## config.mk

```make
export PLATFORM = sky130hd
export DESIGN_NAME = pp_mult_ctrl
export DESIGN_NICKNAME = d
export VERILOG_FILES = /design/src/rtl/pp_mult_ctrl.sv
export SDC_FILE = /design/constraint.sdc
export NUM_CORES = 1
export LEC_CHECK = 0
export CAP_MARGIN = 20
export CELL_PAD_IN_SITES_DETAIL_PLACEMENT = 1
export CELL_PAD_IN_SITES_GLOBAL_PLACEMENT = 1
export CORE_MARGIN = 3
export CORE_UTILIZATION = 25
export CTS_CLUSTER_DIAMETER = 50
export DETAILED_ROUTE_END_ITERATION = 12
export GPL_ROUTABILITY_DRIVEN = 0
export PLACE_DENSITY_LB_ADDON = 0.05
export SETUP_SLACK_MARGIN = 0.02
export SLEW_MARGIN = 10
export SYNTH_ARGS = -nofsm -noshare
export SYNTH_HDL_FRONTEND = slang
export SYNTH_SLANG_ARGS = --single-unit
export TNS_END_PERCENT = 50
```

## constraint.sdc

```tcl
create_clock -name clk -period 1.4 [get_ports clk]
set_clock_uncertainty 0.15 [all_clocks]
set_input_delay 0.28 -clock clk [delete_from_list [all_inputs] [get_ports clk]]
set_output_delay 0.28 -clock clk [all_outputs]
set_load 0.02 [all_outputs]
```

## src/rtl/pp_mult_ctrl.sv

```systemverilog
// Sequencer for one shift-add multiplier lane: walks LOAD, then ADD/SHIFT per
// multiplier bit, then DONE, and drives the partial-product datapath selects.
module pp_mult_ctrl #(
  parameter int unsigned DATA_WIDTH = 8
) (
  input  logic                          clk,
  input  logic                          reset_n,
  input  logic                          start,
  input  logic                          abort,
  input  logic                          mult_lsb,
  output logic                          ld_operands,
  output logic                          clr_pp,
  output logic                          add_en,
  output logic                          shift_en,
  output logic                          en_PPReg,
  output logic                          busy,
  output logic                          done,
  output logic [$clog2(DATA_WIDTH)-1:0] iter_cnt
);

  localparam int unsigned   CW        = $clog2(DATA_WIDTH);
  localparam logic [CW-1:0] LAST_ITER = CW'(DATA_WIDTH - 1);

  typedef enum logic [2:0] {
    S_IDLE,
    S_LOAD,
    S_ADD,
    S_SHIFT,
    S_DONE
  } state_t;

  state_t        state_q, state_d;
  logic [CW-1:0] iter_q, iter_d;

  always_ff @(posedge clk or negedge reset_n) begin
    if (!reset_n) begin
      state_q <= S_IDLE;
      iter_q  <= '0;
    end else begin
      state_q <= state_d;
      iter_q  <= iter_d;
    end
  end

  always_comb begin
    state_d     = state_q;
    iter_d      = iter_q;
    ld_operands = 1'b0;
    clr_pp      = 1'b0;
    add_en      = 1'b0;
    shift_en    = 1'b0;
    en_PPReg    = 1'b0;
    busy        = 1'b0;
    done        = 1'b0;

    unique case (state_q)
      S_IDLE: begin
        iter_d = '0;
        if (start) begin
          state_d = S_LOAD;
        end
      end

      S_LOAD: begin
        ld_operands = 1'b1;
        clr_pp      = 1'b1;
        en_PPReg    = 1'b1;
        busy        = 1'b1;
        iter_d      = '0;
        state_d     = S_ADD;
      end

      S_ADD: begin
        busy     = 1'b1;
        add_en   = mult_lsb;
        en_PPReg = mult_lsb;
        state_d  = S_SHIFT;
      end

      S_SHIFT: begin
        busy     = 1'b1;
        shift_en = 1'b1;
        en_PPReg = 1'b1;
        if (iter_q == LAST_ITER) begin
          state_d = S_DONE;
        end else begin
          iter_d  = iter_q + CW'(1);
          state_d = S_ADD;
        end
      end

      S_DONE: begin
        busy    = 1'b1;
        done    = 1'b1;
        iter_d  = '0;
        state_d = S_IDLE;
      end

      default: begin
        state_d = S_IDLE;
        iter_d  = '0;
      end
    endcase

    // abort only redirects the next state; this cycle's outputs stay as decoded above
    if (abort && (state_q != S_IDLE)) begin
      state_d = S_IDLE;
      iter_d  = '0;
    end
  end

  assign iter_cnt = iter_q;

endmodule

```

==> impl_metrics.env <==
export IMPL_crit_type="flop to primary output"
export IMPL_yosys_register_bits=6
export IMPL_start_util_pct=28.6
export IMPL_yosys_area_share_adder_pct=7.27
export IMPL_path_clk_slew_ps=40
export IMPL_final_nets=65
export IMPL_p_int_uw=400
export IMPL_core_um2=1200
export IMPL_synth_warnings=0
export IMPL_setup_viol=8
export IMPL_p_seq_share_pct=34.7
export IMPL_vias=333
export IMPL_multi_input_area_um2=224
export IMPL_drive_gt1_share_pct=64.3
export IMPL_final_design_area_no_fill_um2=629
export IMPL_first_iter_violations=0
export IMPL_grt_max_degree=7
export IMPL_cp_slowest_cell="dfrtp_2"
export IMPL_crit_fanout=5
export IMPL_die_y_um=43.1
export IMPL_numPortBuffers=14
export IMPL_worstMarginPinSlew_ps=288
export IMPL_worstPathCellList="and4bb_2, a21o_1, buf_6"
export IMPL_place_area_um2=566
export IMPL_synth_top_family_by_area="simple AND/OR/NAND/NOR gates"
export IMPL_hold_class="input pin to async pin"
export IMPL_antenna_found_initial=0
export IMPL_cts_max_level=1
export IMPL_power_density_nw_per_um2=922
export IMPL_synth_simple_area_share_pct=25.8
export IMPL_drc=0
export IMPL_track_usage_pct=14.8
export IMPL_p_comb_share_pct=36.7
export IMPL_violations="negative setup slack"
export IMPL_die_w_um=43.1
export IMPL_ios=15
export IMPL_fin_ws_ps=-262
export IMPL_synth_area_um2=344
export IMPL_cts_tree="built"
export IMPL_ys_seq_area_share_pct=43.6
export IMPL_rsz0062_at_grt="yes"
export IMPL_timing_max_cap_violations=0
export IMPL_swShare_pct=31.0
export IMPL_insertedDiodeCount=0
export IMPL_routed_wl_um=1110
export IMPL_peakVddDrop_v=0.000422
export IMPL_fillers=140
export IMPL_grt_pass1_vias=389
export IMPL_postSynthAreaPerCell_um2=10.4
export IMPL_status="finished, violations left"
export IMPL_end_kind="primary output"
export IMPL_maxSlewHeadroom_pct=80.7
export IMPL_start_kind="flop"
export IMPL_seq_area_um2=155
export IMPL_die_area_um2=1860
export IMPL_worstPathArrival_ps=1230
export IMPL_rows=12
export IMPL_detail_route_antenna_nets=0
export IMPL_worstReg2RegStart="iter_cnt[0]"
export IMPL_synth_fp_nets=40
export IMPL_r2r_cells=5
export IMPL_switchingPower_uw=180
export IMPL_wl_per_cell_um=15.8
export IMPL_total_leakage_power_uw=0.000306
export IMPL_setup_tns_ps=-1450
export IMPL_grt_pass1_wl_um=1860
export IMPL_root_buffer="clkbuf_4"
export IMPL_gr_total_overflow=0
export IMPL_cts_max_path_buffers=2
export IMPL_worst_r2r_endpoint="iter_cnt[2]"
export IMPL_clock_fmax_mhz=602
export IMPL_syn_inst=33
export IMPL_drt_vias_per_instance=4.76
export IMPL_muxShareOfSynthArea_pct=8.73
export IMPL_slowest_delay_ps=440
export IMPL_cts_sinks=6
export IMPL_post_place_ws_ps=-667
export IMPL_drv_slew=0
export IMPL_syn2layout_area_growth_pct=82.9
export IMPL_dr_pass1_iters=1
export IMPL_clock_latency_ps=250
export IMPL_fin_crit_sh_pct=119
export IMPL_layout_min_cycle_time_ps=1660
export IMPL_hold_viol=0
export IMPL_synth_distinct_cells=19
export IMPL_synth_xor_area_share_pct=5.09
export IMPL_synth_compound_area_share_pct=2.18
export IMPL_cp_required_ps=970
export IMPL_cts_made_buffers=3
export IMPL_clkPwrFrac_pct=28.6
export IMPL_rrSetupSlack_ps=-10
state kept, by name (all words and copies together) (netlist names):
name	flops
iter_cnt	3
state_q	3
routing by layer:
metal	share of wire, %	GRT usage, %
met1	36	14.3
met2	54	24.8
met3	7.9	7.20
met4	1.9	9.04
met5	0	0
logic make-up after synthesis:
kind of cell | after synthesis
adder cells (fa/ha/maj) | 2
flip-flops | 6
multiplexers | 3
buffers and inverters | 5
AND/OR/NAND/NOR | 14
XOR/XNOR | 2
AO/OA/AOI/OAI | 1
worst max-delay path by stage:
stage	startpoint	to	depth (start not counted)
6_report	state_q[1]	en_PPReg	3
5_1_grt	state_q[1]	en_PPReg	3
4_1_cts	state_q[0]	en_PPReg	3
3_5_place_dp	mult_lsb	en_PPReg	4
3_3_place_gp	mult_lsb	en_PPReg	4
2_1_floorplan	state_q[0]	en_PPReg	3
cells in the final DEF (no fill, tap or decap), types with 2 or more instances in the layout:
| cell type | synthesis | final |
|---|---|---|
| and3_1 | 2 | 2 |
| dfrtp_2 | 0 | 4 |
| dfrtp_1 | 6 | 2 |
| clkbuf_4 | 0 | 3 |
| buf_6 | 0 | 8 |
| nor2_1 | 4 | 3 |
| clkdlybuf4s50_1 | 0 | 4 |
| mux2i_1 | 3 | 3 |
| ha_4 | 0 | 2 |
| buf_4 | 1 | 7 |
| buf_2 | 2 | 3 |
through the flow:
stage	util [%]	cells	power [uW]	hold WS, ps
floorplan	-	33	309	-166
global placement	47.1	63	372	366
detailed placement	47.1	63	381	395
CTS	51.4	70	583	123
global route	52.4	70	620	129
finish	52.4	70	580	123
cells in the mapped netlist, drive strengths merged:
master / count / share of area, %
and4bb: 1 / 3.6
nor2: 4 / 4.4
nor3b: 1 / 2.2
buf: 3 / 5.1
nand2b: 1 / 2.5
nor3: 2 / 2.9
nand3: 1 / 1.5
and3: 3 / 6.9
inv: 2 / 2.2
mux2i: 3 / 8.7
xnor2: 1 / 2.5
ha: 2 / 7.3
xor2: 1 / 2.5
a21o: 1 / 2.2
nor4: 1 / 1.8
dfrtp: 6 / 44
power by group through the flow:
stage	logic, uW	registers [uW]	clock network (uW)
finish	213	201	166
global route	226	204	190
CTS	208	202	174
detailed placement	177	204	0
global placement	171	201	0
floorplan	118	192	0
what timing repair did:
item | CTS | global route
buffers inserted | 4 | 0
endpoints found under the setup margin | 12 | 12
pin swaps | 2 | 2
resized for setup | 55 | 5
hold buffers | 0 | 0
endpoints found under the hold margin | 0 | 0
cell type report:
type	instances	share of cell area, %
clock buffers	3	3.58
inverters	2	1.19
multi-input cells	22	35.6
flip-flops and latches	6	24.7
well taps	14	2.78
repair buffers	23	32.2
critical path: cells and delay by family, from the launching register on:
family                 cells  cell delay (ps)
AO/OA/AOI/OAI              1              170
buffers and inverters      1              130
AND/OR/NAND/NOR            1              240
flip-flops                 1              440
No activity file was read; power rests on OpenSTA's default activity.
